### config.mk
export PLATFORM = sky130hd
export DESIGN_NAME = gmii_tx_arbiter_flat
export DESIGN_NICKNAME = d
export VERILOG_FILES = /design/src/rtl/gmii_tx_arbiter_pkg.sv /design/src/rtl/gmii_tx_arbiter_if.sv /design/src/rtl/gmii_tx_arbiter_tx_mux.sv /design/src/rtl/gmii_tx_arbiter.sv /design/src/flat_wrapper.sv
export SDC_FILE = /design/constraint.sdc
export NUM_CORES = 1
export LEC_CHECK = 0
export ABC_CLOCK_PERIOD_IN_PS = 2700
export BUFFER_PORTS_ARGS = -buffer_cell sky130_fd_sc_hd__buf_2
export CORE_ASPECT_RATIO = 2
export CORE_UTILIZATION = 55
export DETAILED_ROUTE_END_ITERATION = 12
export GPL_ROUTABILITY_DRIVEN = 0
export PLACE_DENSITY_LB_ADDON = 0.25
export SLEW_MARGIN = 5
export SYNTH_ARGS = -nofsm -noshare
export SYNTH_HDL_FRONTEND = slang
export SYNTH_HIERARCHICAL = 1
export SYNTH_SLANG_ARGS = --single-unit
export TNS_END_PERCENT = 20
### constraint.sdc
create_clock -name Clk -period 2.7 [get_ports Clk]
set_input_delay 0.81 -clock Clk [delete_from_list [all_inputs] [get_ports Clk]]
set_output_delay 0.81 -clock Clk [all_outputs]
set_load 0.02 [all_outputs]
### src/rtl/gmii_tx_arbiter_pkg.sv
// Shared types and constants for the two-source GMII transmit arbiter.
// State encoding, GMII idle values and default timing limits live here.
package gmii_tx_arbiter_pkg;

  typedef enum logic [1:0] {
    ST_IDLE       = 2'd0,
    ST_GRANT_WAIT = 2'd1,
    ST_SEND       = 2'd2,
    ST_IPG        = 2'd3
  } arb_state_e;

  localparam logic [7:0] GMII_IDLE_TXD   = 8'h00;
  localparam logic       GMII_IDLE_TX_EN = 1'b0;
  localparam logic       GMII_IDLE_TX_ER = 1'b0;

  localparam int DEF_IPG_CYCLES    = 12;
  localparam int DEF_GRANT_TIMEOUT = 16;
  localparam int DEF_MAX_FRAME_LEN = 1530;
  localparam int LEN_W             = 11;

  function automatic logic [1:0] grant_vec(input logic k);
    return k ? 2'b10 : 2'b01;
  endfunction

endpackage

### src/rtl/gmii_tx_arbiter_if.sv
// Bundle of link status, request/grant and GMII signals around the arbiter.
// Handshake: req[k] is a level held until gnt[k] rises; gnt[k] falling marks end of frame.
interface gmii_tx_arbiter_if;
  logic       code_sync_status;
  logic       transmitting;
  logic [1:0] req;
  logic [1:0] gnt;
  logic [7:0] TXD_0;
  logic       TX_EN_0;
  logic       TX_ER_0;
  logic [7:0] TXD_1;
  logic       TX_EN_1;
  logic       TX_ER_1;
  logic [7:0] TXD;
  logic       TX_EN;
  logic       TX_ER;
  logic       frame_abort;

  modport slave (
    input  code_sync_status, transmitting, req,
    input  TXD_0, TX_EN_0, TX_ER_0, TXD_1, TX_EN_1, TX_ER_1,
    output gnt, TXD, TX_EN, TX_ER, frame_abort
  );

  modport master (
    output code_sync_status, transmitting, req,
    output TXD_0, TX_EN_0, TX_ER_0, TXD_1, TX_EN_1, TX_ER_1,
    input  gnt, TXD, TX_EN, TX_ER, frame_abort
  );
endinterface

### src/rtl/gmii_tx_arbiter_tx_mux.sv
// Registered 2:1 GMII mux; force_err_i wins over force_idle_i and emits
// the error-propagation pattern (TX_EN=1, TX_ER=1, TXD=0).
module gmii_tx_mux
  import gmii_tx_arbiter_pkg::*;
(
  input  logic       clk_i,
  input  logic       rst_i,
  input  logic       sel_i,
  input  logic       force_idle_i,
  input  logic       force_err_i,
  input  logic [7:0] txd0_i,
  input  logic       tx_en0_i,
  input  logic       tx_er0_i,
  input  logic [7:0] txd1_i,
  input  logic       tx_en1_i,
  input  logic       tx_er1_i,
  output logic [7:0] txd_o,
  output logic       tx_en_o,
  output logic       tx_er_o
);

  logic [7:0] txd_q, txd_d;
  logic       tx_en_q, tx_en_d;
  logic       tx_er_q, tx_er_d;

  always_comb begin
    txd_d   = GMII_IDLE_TXD;
    tx_en_d = GMII_IDLE_TX_EN;
    tx_er_d = GMII_IDLE_TX_ER;
    if (force_err_i) begin
      txd_d   = 8'h00;
      tx_en_d = 1'b1;
      tx_er_d = 1'b1;
    end else if (!force_idle_i) begin
      txd_d   = sel_i ? txd1_i   : txd0_i;
      tx_en_d = sel_i ? tx_en1_i : tx_en0_i;
      tx_er_d = sel_i ? tx_er1_i : tx_er0_i;
    end
  end

  always_ff @(posedge clk_i) begin
    if (rst_i) begin
      txd_q   <= GMII_IDLE_TXD;
      tx_en_q <= GMII_IDLE_TX_EN;
      tx_er_q <= GMII_IDLE_TX_ER;
    end else begin
      txd_q   <= txd_d;
      tx_en_q <= tx_en_d;
      tx_er_q <= tx_er_d;
    end
  end

  assign txd_o   = txd_q;
  assign tx_en_o = tx_en_q;
  assign tx_er_o = tx_er_q;

endmodule

### src/rtl/gmii_tx_arbiter.sv
// Round-robin arbiter sharing one PCS TRANSMIT path between two GMII sources,
// with grant timeout, inter-packet gap, frame-length cap and abort on link loss.
module gmii_tx_arbiter
  import gmii_tx_arbiter_pkg::*;
#(
  parameter int IPG_CYCLES    = DEF_IPG_CYCLES,
  parameter int GRANT_TIMEOUT = DEF_GRANT_TIMEOUT,
  parameter int MAX_FRAME_LEN = DEF_MAX_FRAME_LEN
) (
  input  logic                Clk,
  input  logic                mr_main_reset,
  gmii_tx_arbiter_if.slave    bus,
  output arb_state_e          state_o
);

  localparam int WAIT_W = $clog2(GRANT_TIMEOUT + 1);
  localparam int IPG_W  = $clog2(IPG_CYCLES + 1);

  arb_state_e         state_q, state_d;
  logic [1:0]         gnt_q, gnt_d;
  logic               last_q, last_d;
  logic [WAIT_W-1:0]  wait_q, wait_d;
  logic [LEN_W-1:0]   len_q, len_d;
  logic [IPG_W-1:0]   ipg_q, ipg_d;
  logic               abort_q, abort_d;

  logic               force_idle, force_err;
  logic               en_k;
  logic               pick_k;
  logic [LEN_W-1:0]   len_now;

  // The current (or most recently) granted requester owns the mux.
  assign en_k    = last_q ? bus.TX_EN_1 : bus.TX_EN_0;
  // Length including the cycle being sampled now.
  assign len_now = len_q + LEN_W'(1);

  always_comb begin
    state_d    = state_q;
    gnt_d      = gnt_q;
    last_d     = last_q;
    wait_d     = wait_q;
    len_d      = len_q;
    ipg_d      = ipg_q;
    abort_d    = 1'b0;
    force_idle = 1'b1;
    force_err  = 1'b0;
    pick_k     = (bus.req == 2'b11) ? ~last_q : bus.req[1];
    unique case (state_q)
      ST_IDLE: begin
        gnt_d = 2'b00;
        if (bus.code_sync_status && !bus.transmitting && |bus.req) begin
          gnt_d   = grant_vec(pick_k);
          last_d  = pick_k;
          wait_d  = '0;
          state_d = ST_GRANT_WAIT;
        end
      end
      ST_GRANT_WAIT: begin
        wait_d = wait_q + WAIT_W'(1);
        if (en_k) begin
          force_idle = 1'b0;
          len_d      = LEN_W'(1);
          state_d    = ST_SEND;
        end else if (!bus.code_sync_status) begin
          gnt_d   = 2'b00;
          state_d = ST_IDLE;
        end else if (wait_q == WAIT_W'(GRANT_TIMEOUT - 1)) begin
          gnt_d   = 2'b00;
          state_d = ST_IDLE;
        end
      end
      ST_SEND: begin
        if (!bus.code_sync_status || (en_k && len_now == LEN_W'(MAX_FRAME_LEN))) begin
          force_err = 1'b1;
          abort_d   = 1'b1;
          gnt_d     = 2'b00;
          ipg_d     = '0;
          state_d   = ST_IPG;
        end else if (!en_k) begin
          gnt_d   = 2'b00;
          ipg_d   = '0;
          state_d = ST_IPG;
        end else begin
          force_idle = 1'b0;
          len_d      = len_now;
        end
      end
      ST_IPG: begin
        if (ipg_q == IPG_W'(IPG_CYCLES - 1)) begin
          state_d = ST_IDLE;
        end else begin
          ipg_d = ipg_q + IPG_W'(1);
        end
      end
      default: state_d = ST_IDLE;
    endcase
  end

  always_ff @(posedge Clk) begin
    if (mr_main_reset) begin
      state_q <= ST_IDLE;
      gnt_q   <= 2'b00;
      last_q  <= 1'b1;
      wait_q  <= '0;
      len_q   <= '0;
      ipg_q   <= '0;
      abort_q <= 1'b0;
    end else begin
      state_q <= state_d;
      gnt_q   <= gnt_d;
      last_q  <= last_d;
      wait_q  <= wait_d;
      len_q   <= len_d;
      ipg_q   <= ipg_d;
      abort_q <= abort_d;
    end
  end

  logic [7:0] mux_txd;
  logic       mux_tx_en;
  logic       mux_tx_er;

  gmii_tx_mux u_mux (
    .clk_i        (Clk),
    .rst_i        (mr_main_reset),
    .sel_i        (last_q),
    .force_idle_i (force_idle),
    .force_err_i  (force_err),
    .txd0_i       (bus.TXD_0),
    .tx_en0_i     (bus.TX_EN_0),
    .tx_er0_i     (bus.TX_ER_0),
    .txd1_i       (bus.TXD_1),
    .tx_en1_i     (bus.TX_EN_1),
    .tx_er1_i     (bus.TX_ER_1),
    .txd_o        (mux_txd),
    .tx_en_o      (mux_tx_en),
    .tx_er_o      (mux_tx_er)
  );

  assign bus.gnt         = gnt_q;
  assign bus.TXD         = mux_txd;
  assign bus.TX_EN       = mux_tx_en;
  assign bus.TX_ER       = mux_tx_er;
  assign bus.frame_abort = abort_q;
  assign state_o         = state_q;

endmodule

### src/flat_wrapper.sv
// flat-port wrapper written by rule: the top's interface ports become plain ports
module gmii_tx_arbiter_flat import gmii_tx_arbiter_pkg::*;
#(
  parameter int IPG_CYCLES    = DEF_IPG_CYCLES,
  parameter int GRANT_TIMEOUT = DEF_GRANT_TIMEOUT,
  parameter int MAX_FRAME_LEN = DEF_MAX_FRAME_LEN
)
  (Clk, mr_main_reset, state_o, bus_code_sync_status, bus_transmitting, bus_req, bus_TXD_0, bus_TX_EN_0, bus_TX_ER_0, bus_TXD_1, bus_TX_EN_1, bus_TX_ER_1, bus_gnt, bus_TXD, bus_TX_EN, bus_TX_ER, bus_frame_abort);
  gmii_tx_arbiter_if bus_i ();
  input  logic Clk;
  input  logic mr_main_reset;
  output arb_state_e state_o;
  input wire logic [$bits(bus_i.code_sync_status)-1:0] bus_code_sync_status;
  input wire logic [$bits(bus_i.transmitting)-1:0] bus_transmitting;
  input wire logic [$bits(bus_i.req)-1:0] bus_req;
  input wire logic [$bits(bus_i.TXD_0)-1:0] bus_TXD_0;
  input wire logic [$bits(bus_i.TX_EN_0)-1:0] bus_TX_EN_0;
  input wire logic [$bits(bus_i.TX_ER_0)-1:0] bus_TX_ER_0;
  input wire logic [$bits(bus_i.TXD_1)-1:0] bus_TXD_1;
  input wire logic [$bits(bus_i.TX_EN_1)-1:0] bus_TX_EN_1;
  input wire logic [$bits(bus_i.TX_ER_1)-1:0] bus_TX_ER_1;
  output wire logic [$bits(bus_i.gnt)-1:0] bus_gnt;
  output wire logic [$bits(bus_i.TXD)-1:0] bus_TXD;
  output wire logic [$bits(bus_i.TX_EN)-1:0] bus_TX_EN;
  output wire logic [$bits(bus_i.TX_ER)-1:0] bus_TX_ER;
  output wire logic [$bits(bus_i.frame_abort)-1:0] bus_frame_abort;
  assign bus_i.code_sync_status = bus_code_sync_status;
  assign bus_i.transmitting = bus_transmitting;
  assign bus_i.req = bus_req;
  assign bus_i.TXD_0 = bus_TXD_0;
  assign bus_i.TX_EN_0 = bus_TX_EN_0;
  assign bus_i.TX_ER_0 = bus_TX_ER_0;
  assign bus_i.TXD_1 = bus_TXD_1;
  assign bus_i.TX_EN_1 = bus_TX_EN_1;
  assign bus_i.TX_ER_1 = bus_TX_ER_1;
  assign bus_gnt = bus_i.gnt;
  assign bus_TXD = bus_i.TXD;
  assign bus_TX_EN = bus_i.TX_EN;
  assign bus_TX_ER = bus_i.TX_ER;
  assign bus_frame_abort = bus_i.frame_abort;
  gmii_tx_arbiter #(.IPG_CYCLES(IPG_CYCLES), .GRANT_TIMEOUT(GRANT_TIMEOUT), .MAX_FRAME_LEN(MAX_FRAME_LEN)) u_core (.Clk(Clk), .mr_main_reset(mr_main_reset), .bus(bus_i), .state_o(state_o));
endmodule
# Word level (Yosys, flattened, before mapping)
# Cells that the tools add are included.
[classes]
shifts = 0
mul = 0
n_reduce_logical = 19
div = 0
n_addsub = 3
mux = 37
bitwise_logic = 1
magnitude_cmp = 0
eq_ne = 17
[op_table]
columns = ["operator", "n"]
rows = [
  ["$mux W11", 3],
  ["$mux W2", 12],
  ["$pmux W11 S2", 1],
  ["$mux W4", 3],
  ["$reduce_and A4 Y1", 3],
  ["$add A11 B1 Y11 const B", 1],
  ["$eq A11 B11 Y1 const B", 1],
  ["$mux W1", 11],
  ["$pmux W5 S2", 1],
  ["$mux W8", 1],
  ["$ne A2 B1 Y1 const B", 4],
  ["$pmux W2 S4", 1],
  ["$pmux W4 S2", 1],
  ["$eq A2 B2 Y1 const B", 3],
  ["$ne A2 B2 Y1 const B", 3],
  ["$pmux W2 S3", 1],
  ["$reduce_bool A2 Y1", 3],
  ["$add A5 B1 Y5 const B", 1],
  ["$eq A5 B4 Y1 const B", 1],
  ["$mux W5", 1],
  ["$add A4 B1 Y4 const B", 1],
  ["$eq A4 B4 Y1 const B", 1],
  ["$ne A4 B2 Y1 const B", 1],
  ["$reduce_and A2 Y1", 2],
  ["other kinds (13)", 16],
]
[word_totals]
inputBits = 26
ff_bits = 36
word_cells = 87
latchBits = 0
memories = 0
mem_bits_ro = 0
out_inout_bits = 15
mem_bits_rw = 0

# Longest topological paths before layout
# Gate-level depths: netlist of run 1.
[logic_depth]
word_depth = 8
mapped_depth = 11
ltp_nobuf = 9

# Cells and area by module
# Netlist of run 1, hierarchy kept.
[by_module_without_submodules]
columns = ["mod", "area_each_um2", "cells_each", "seq_area_each_um2", "instances"]
rows = [
  ["gmii_tx_arbiter", 1830.5, 221, 520.5, 1],
  ["gmii_tx_mux", 376.6, 34, 200.2, 1],
]

# Worst setup path after synthesis of run 1
# No wires, ideal clock.
[synth_path]
kind = "input-to-reg"
start = "input bus_TX_EN_1"
end = "register u_core.u_mux.txd_q[0] (netlist: u_core/u_mux/txd_o[0])"
stages = 9
t_required_ps = 2636
path_slack_ps = 312
n_path_buf = 1
setup_time_ps = 64
arrival_time_ps = 2324
cell_sequence = "mux2_2 nand4_1 nor2_1 and4_4 a21boi_2 o21ai_0 or3_1 buf_6 nor2_1"
[synth_via]
elab_chain_len = 6
word_cells_on_any_way = 9
cone_classes = "mux (6); reduce/logical (3)"
[synth_lines]
columns = ["element", "line_no", "text"]
rows = [
  ["start, declared", "flat_wrapper.sv:20", "input wire logic [$bits(bus_i.TX_EN_1)-1:0] bus_TX_EN_1;"],
  ["$mux W1 *", "gmii_tx_arbiter.sv:33", "assign en_k = last_q ? bus.TX_EN_1 : bus.TX_EN_0;"],
  ["$logic_and A1 B1 Y1", "gmii_tx_arbiter.sv:73", "if (!bus.code_sync_status || (en_k && len_now == LEN_W'(MAX_FRAME_LEN))) begin"],
  ["$logic_or A1 B1 Y1", "gmii_tx_arbiter.sv:73", ""],
  ["$mux W1", "gmii_tx_arbiter.sv:73", ""],
  ["$pmux W1 S2 *", "gmii_tx_arbiter.sv:48", "unique case (state_q)"],
  ["via u_core.force_idle", "gmii_tx_arbiter.sv:27", "logic force_idle, force_err;"],
  ["$reduce_or A3 Y1 (no line) *", "-", ""],
  ["end signal, assigned", "gmii_tx_arbiter_tx_mux.sv:47", "txd_q <= txd_d;"],
  ["end, declared", "gmii_tx_arbiter_tx_mux.sv:22", "logic [7:0] txd_q, txd_d;"],
]
# Mark *: on every way through the listed nets, which the timed path passes. The rest lies on a longest branch.
# A chain may end at the register's enable or synchronous reset.

# Worst setup path in the final report of run 1
[layout_path]
start = "register u_core.len_q[0]"
end = "register u_core.u_mux.txd_q[3] (netlist: u_core/u_mux/txd_o[3])"
[layout_via]
elab_chain_len = 7
word_cells_on_any_way = 9
cone_classes = "add/sub (1); eq/ne (1); mux (4); reduce/logical (3)"
[layout_lines]
columns = ["element", "line_no", "text"]
rows = [
  ["start, declared", "gmii_tx_arbiter.sv:23", "logic [LEN_W-1:0] len_q, len_d;"],
  ["start signal, assigned", "gmii_tx_arbiter.sv:113", "len_q <= len_d;"],
  ["$add A11 B1 Y11", "gmii_tx_arbiter.sv:35", "assign len_now = len_q + LEN_W'(1);"],
  ["$eq A11 B11 Y1", "gmii_tx_arbiter.sv:73", ""],
  ["$logic_and A1 B1 Y1", "gmii_tx_arbiter.sv:73", ""],
  ["$logic_or A1 B1 Y1", "gmii_tx_arbiter.sv:73", ""],
  ["$mux W1", "gmii_tx_arbiter.sv:73", ""],
  ["$pmux W1 S2", "gmii_tx_arbiter.sv:48", ""],
  ["via u_core.force_idle", "gmii_tx_arbiter.sv:27", ""],
  ["$reduce_or A3 Y1 (no line)", "-", ""],
]
# The timed path passes the listed nets, and every way through them passes these cells.

==> out/qor.yml, run 1 <==
status: "completed"
clock.fmax_ghz: 0.390
cp-startpoint: "u_core/len_q[0]$_SDFFE_PP0P_"
post_cts_buffers: 0
cts_buffers: 5
num_vias: 2121
finalCriticalPeriod_ns: 2.56
grt_max_degree: 18
htreeDepth: 2
hold_violations: 0
syn_area_sq_um: 2210
ff_latch_area_sq_um: 721
worst_pin_slew_ns: 0.634
critical_path_class: "reg2reg"
clockBufferDepth: 2
drv_slew: 0
grt_pass1_wl_mm: 8.96
grt_pass1_vias: 2064
hold_start: "u_core/wait_q[4]$_SDFFE_PP0P_"
core_sq_um: 3840
drt_iter0_drc: 69
yosysTopAreaCell: "dfxtp_1"
wl_per_cell_um: 15.6
ys.warnings.count: 6
cp_max_fo: 9
multi_input_area_sq_um: 1360
postRouteAntennaNets: 0
synthTopCellsByArea: "dfxtp_1 33%, mux2i_1 6.8%, ha_1 6.2%"
r2r_start: "u_core/len_q[0]$_SDFFE_PP0P_"
final_cell_area_sq_um: 2570
relSlewSlack_pct: 57.3
wl_mm: 5.47
holdPathStages: 2
drt-pass1-iter-count: 5
drc_errors: 0
syn_area_per_cell_sq_um: 8.66
power_mw: 1.25
drive_gt1_share_pct: 25.0
die-area_sq_um: 4290
n_fill_cell: 356
yosys.area.top_type_share_pct: 32.7
crit_arrival_ns: 2.80
layout.nets: 336
rr_worst_depth: 10
antenna_found_initial: 0
cp-start-kind: "flop"
place_ws_ns: 0.0534
dpl_cell_area_sq_um: 2450
boundaryPins: 41
tns_ns: 0
end_kind: "flop"
crit_required_ns: 2.93
synth_fp_nets: 292
p_leak_nw: 1.16
ys_ff_latch: 36
vias_per_cell: 6.04
synth_seq_area_share_pct: 32.7
start_util_pct: 57.4
grt_overflow: 0
setup_viol: 0
synth_cells: 255
clk_latency_ns: 0.29
synth_edf_count: 0
power_density_nw_per_um2: 486
synth.most_common_cell: "dfxtp_1"
yosysUniqueCellTypes: 61
hold_ws_ns: 0.496
fp.dieW_um: 46.8
clock-sinks: 36
peakVddDrop_uv: 423
syn_to_final_growth_pct: 16.6
port_buffers: 40
place_hpwl_mm: 4.20
hold_class: "reg2reg"
die_h_um: 91.6
async_reset_ff_share_pct: 0
setup_slack_ns: 0.136
num_rows: 32
finClkSkew_ns: 0.00832
rsz0062_at_grt: "false"
grt_use_total_pct: 28.5
ys.flop_type: "dfxtp_1"
drv_cap: 0
cts_tree: "built"
finalCritPeriodShare_pct: 95.0
ctsHoldBuffers: 0
clk_pin_slew_ns: 0.08
synth_commonest_cells: "36 x dfxtp_1, 25 x nand2_1, 23 x nor2_1, 15 x mux2i_1"
num_antenna_cells: 0
cts_root_buf: "clkbuf_8"
[repair_timing]
action | CTS | global route
resized for setup | 0 | 1
setup endpoints to repair | 0 | 7
hold endpoints to repair | 0 | 0
[flip-flops by register name (all words and copies together) (netlist names), 2 cells and up, named ones only]
| name | count |
|---|---|
| u_core/bus.gnt | 2 |
| u_core/u_mux/txd_o | 8 |
| u_core/len_q | 11 |
| u_core/ipg_q | 4 |
| u_core/wait_q | 5 |
[cells by family after synthesis]
group / after synthesis / share of synthesized area, %
simple gates: 106 / 25.6
compound gates: 64 / 22.2
flops: 36 / 32.7
buf+inv: 22 / 6.06
mux: 16 / 7.31
fa+ha+maj: 11 / 6.24
[through the flow]
step	utilization [%]	cells
after floorplan	-	255
after global placement	63.8	343
after detailed placement	63.8	343
after CTS	66.7	351
after global routing	66.9	351
final	66.9	351
[per-layer routing]
layer  global-route usage, %  wire length (um)
met5                       0                 0
met2                    49.9              3140
met1                    29.0              1930
met3                    5.37               192
met4                    15.7               206
[layout by cell type (no fill, tap or decap), types with 6 or more instances in the layout]
cell and count:
a21oi_1 11, buf_2 40, buf_4 12, dfxtp_1 36
ha_1 11, inv_1 6, mux2i_1 15, nand2_1 25
nand2b_1 7, nand3_1 9, nand4_1 7, nor2_1 23
o21ai_0 9
[cell type report]
| class | count | share of cell area [%] |
|---|---|---|
| repair buffers | 52 | 11.3 |
| multi-input cells | 197 | 52.9 |
| flip-flops and latches | 36 | 28.0 |
| inverters | 7 | 1.02 |
| clock buffers | 5 | 2.68 |
| clock inverters | 3 | 1.65 |
| well taps | 51 | 2.48 |
[report_power, final]
| part | internal (mW) | leakage (nW) | switching, mW | total (mW) |
|---|---|---|---|---|
| combinational | 0.0801 | 0.812 | 0.128 | 0.209 |
| sequential | 0.551 | 0.291 | 0.0136 | 0.565 |
| clock | 0.273 | 0.0541 | 0.204 | 0.477 |
| total | 0.905 | 1.16 | 0.346 | 1.25 |
[path summary, 6_finish.rpt]
path,slack (ns),end
setup / recovery,0.14,u_core/u_mux/txd_o[3]$_SDFF_PP0_
setup reg to reg,0.14,u_core/u_mux/txd_o[3]$_SDFF_PP0_
hold reg to reg,0.50,u_core/wait_q[4]$_SDFFE_PP0P_
hold / removal,0.50,u_core/wait_q[4]$_SDFFE_PP0P_
[worst max-delay path, cell delays in order (launching register included)]
cell	delay, ns
dfxtp_1	0.42
ha_1	0.30
buf_4	0.20
inv_1	0.08
nand2_1	0.07
mux2i_1	0.09
a22o_2	0.33
a21boi_2	0.20
o21ai_0	0.15
or3_1	0.51
nor2_1	0.15
Power figures use the tool's default switching activity.
==> run 2, diff against run 1 <==
CORE_UTILIZATION = 57   (was 55)
CTS_BUF_LIST = sky130_fd_sc_hd__clkbuf_4   (was not set)
PLACE_DENSITY = 0.82   (was not set)
PLACE_DENSITY_LB_ADDON = not set   (was 0.25)
==> run 2 against run 1 <==
Against the previous run: first-iteration DRC count is 4.3% higher; final area is 1.1% lower; count of clock-buffer cells in the layout stayed put; via count is 1.1% higher; die area is 3.4% lower; setup slack better by 0.12 ns; clock power is 19% lower; largest cell class unchanged; largest power group unchanged.
==> out/qor.yml, run 2 (synthesized netlist as in run 1, its figures left out) <==
status: "completed"
peakVddDrop_uv: 422  # -0.19%
crit_top_cell: "o21ai_0"
rr_worst_depth: 8  # -2
drt-pass1-iter-count: 5  # unchanged
largest_reg_flops: 11  # unchanged
final_util_pct: 69.8  # +2.8 points
place_ws_ns: 0.0367  # -0.0167 ns
tns_ns: 0  # unchanged
htreeDepth: 2  # unchanged
num_antenna_cells: 0  # unchanged
dp.cells: 340  # -0.87%
relSlewSlack_pct: 59.1  # +1.8 points
core_sq_um: 3650  # -5.1%
cp-start-kind: "flop"
layout_common_cells: "40 x buf_2, 32 x dfxtp_1, 25 x nand2_1"
grt_use_total_pct: 28.2  # -0.29 points
port_buffers: 40  # unchanged
slowest_delay_ns: 0.45  # -0.06 ns
cts_root_buf: "clkbuf_4"
crit_family: "compound AO/OA/AOI/OAI gates"
crit_required_ns: 2.99  # +0.06 ns
hold_ws_ns: 0.495  # -0.00174 ns
num_rows: 31  # -3.1%
power_density_nw_per_um2: 456  # -6.1%
postRouteAntennaNets: 0  # unchanged
wl_mm: 5.41  # -0.93%
dpl_cell_area_sq_um: 2440  # -0.41%
critical_path_class: "reg2reg"
drc_errors: 0  # unchanged
final_cells: 348  # -0.85%
fp.dieW_um: 46  # -1.7%
final_cell_area_sq_um: 2540  # -1.1%
wl_per_cell_um: 15.6  # about the same
vias_per_cell: 6.16  # +2.0%
worst_pin_slew_ns: 0.607  # -0.0272 ns
boundaryPins: 41  # unchanged
hold_violations: 0  # unchanged
die-area_sq_um: 4140  # -3.4%
power_mw: 1.16  # -7.2%
clockBufferDepth: 2  # unchanged
critPathSlowestCell: "or3_4"
layout.nets: 335  # -0.30%
cts_buffers: 5  # unchanged
worst-path-buf-inv: 0  # -2
clk_latency_ns: 0.35  # +0.06 ns
place_hpwl_mm: 4.12  # -1.9%
drv_cap: 0  # unchanged
p_leak_nw: 1.14  # -1.8%
n_fill_cell: 332  # -6.7%
grt_pass1_wl_mm: 8.84  # -1.3%
cp_max_fo: 9  # unchanged
cts_tree: "built"
grt_max_degree: 16  # -2
finClkSkew_ns: 0.0153  # +0.00701 ns
drt_iter0_drc: 72  # +4.3%
crit_arrival_ns: 2.74  # -0.06 ns
finalCriticalPeriod_ns: 2.45  # -0.116 ns
die_h_um: 90  # -1.7%
start_util_pct: 60.5  # +3.1 points
drive_gt1_share_pct: 26.8  # +1.8 points
grt_pass1_vias: 2054  # -0.48%
rsz0062_at_grt: "false"
clock-sinks: 36  # unchanged
holdPathStages: 2  # unchanged
grt_overflow: 0  # unchanged
regMostFlops: "u_core/len_q"
worstPathCellList: "ha_2 > o21ai_0 > o32a_1 > and4_4 > a21boi_2 > o21ai_0 > or3_4 > nor2_1"
num_vias: 2145  # +1.1%
drv_slew: 0  # unchanged
clk_pin_slew_ns: 0.12  # +0.04 ns
setup_slack_ns: 0.251  # +0.116 ns
syn_to_final_growth_pct: 15.2
finalCritPeriodShare_pct: 90.7  # -4.3 points
clock.fmax_ghz: 0.408  # +4.7%
hold_class: "reg2reg"
cp.depth: 8  # -2
setup_viol: 0  # unchanged
final_common_cell: "buf_2"
ctsHoldBuffers: 0  # unchanged
end_kind: "flop"
antenna_found_initial: 0  # unchanged
## run 2: changes by cell type in the layout (fill, tap and decap cells not counted), sizes merged
cell	previous run	this run
buf	52	51
## run 2: final timing paths
path                                 startpoint                                to  slack, ns
setup reg to reg   u_core/len_q[0]$_SDFFE_PP0P_  u_core/u_mux/txd_o[0]$_SDFF_PP0_       0.25
hold / removal    u_core/wait_q[4]$_SDFFE_PP0P_     u_core/wait_q[4]$_SDFFE_PP0P_       0.49
setup / recovery   u_core/len_q[0]$_SDFFE_PP0P_  u_core/u_mux/txd_o[0]$_SDFF_PP0_       0.25
hold reg to reg   u_core/wait_q[4]$_SDFFE_PP0P_     u_core/wait_q[4]$_SDFFE_PP0P_       0.49
## run 2: worst register-to-register path, cell delays in order, from the launching register on
cell	delay, ns
dfxtp_2	0.42
ha_2	0.29
o21ai_0	0.15
o32a_1	0.37
and4_4	0.22
a21boi_2	0.22
o21ai_0	0.16
or3_4	0.45
nor2_1	0.11
## run 2: timing repair
action,4_1_cts,5_1_grt
endpoints found under the setup margin,0,18
endpoints found under the hold margin,0,0
setup buffers,0,0
gates resized for setup,0,7
## run 2: cell type report
type                       count  area, sq um  area share (%)
multi-input combinational    197         1370            53.8
sequential                    36          726            28.5
timing repair buffer          51          283            11.1
tap                           49         61.3            2.41
clock inverter                 3         42.5            1.67
clock buffer                   5         37.5            1.48
inverter                       7         26.3            1.03
## run 2: report_power, final
| group | leakage (nW) | internal [mW] | switching (mW) | total (mW) |
|---|---|---|---|---|
| clock | 0.0412 | 0.193 | 0.193 | 0.386 |
| sequential | 0.293 | 0.552 | 0.0152 | 0.567 |
| combinational | 0.803 | 0.0802 | 0.127 | 0.207 |
| total | 1.14 | 0.825 | 0.335 | 1.16 |
## run 2: routing by layer
layer | track usage, % | share of wire [%] | vias up
met5 | 0 | 0 | -
met4 | 17.2 | 5.1 | 0
met3 | 4.42 | 3.5 | 23
met2 | 50.9 | 57 | 63
met1 | 26.8 | 34 | 1027
li1 | - | - | 1032
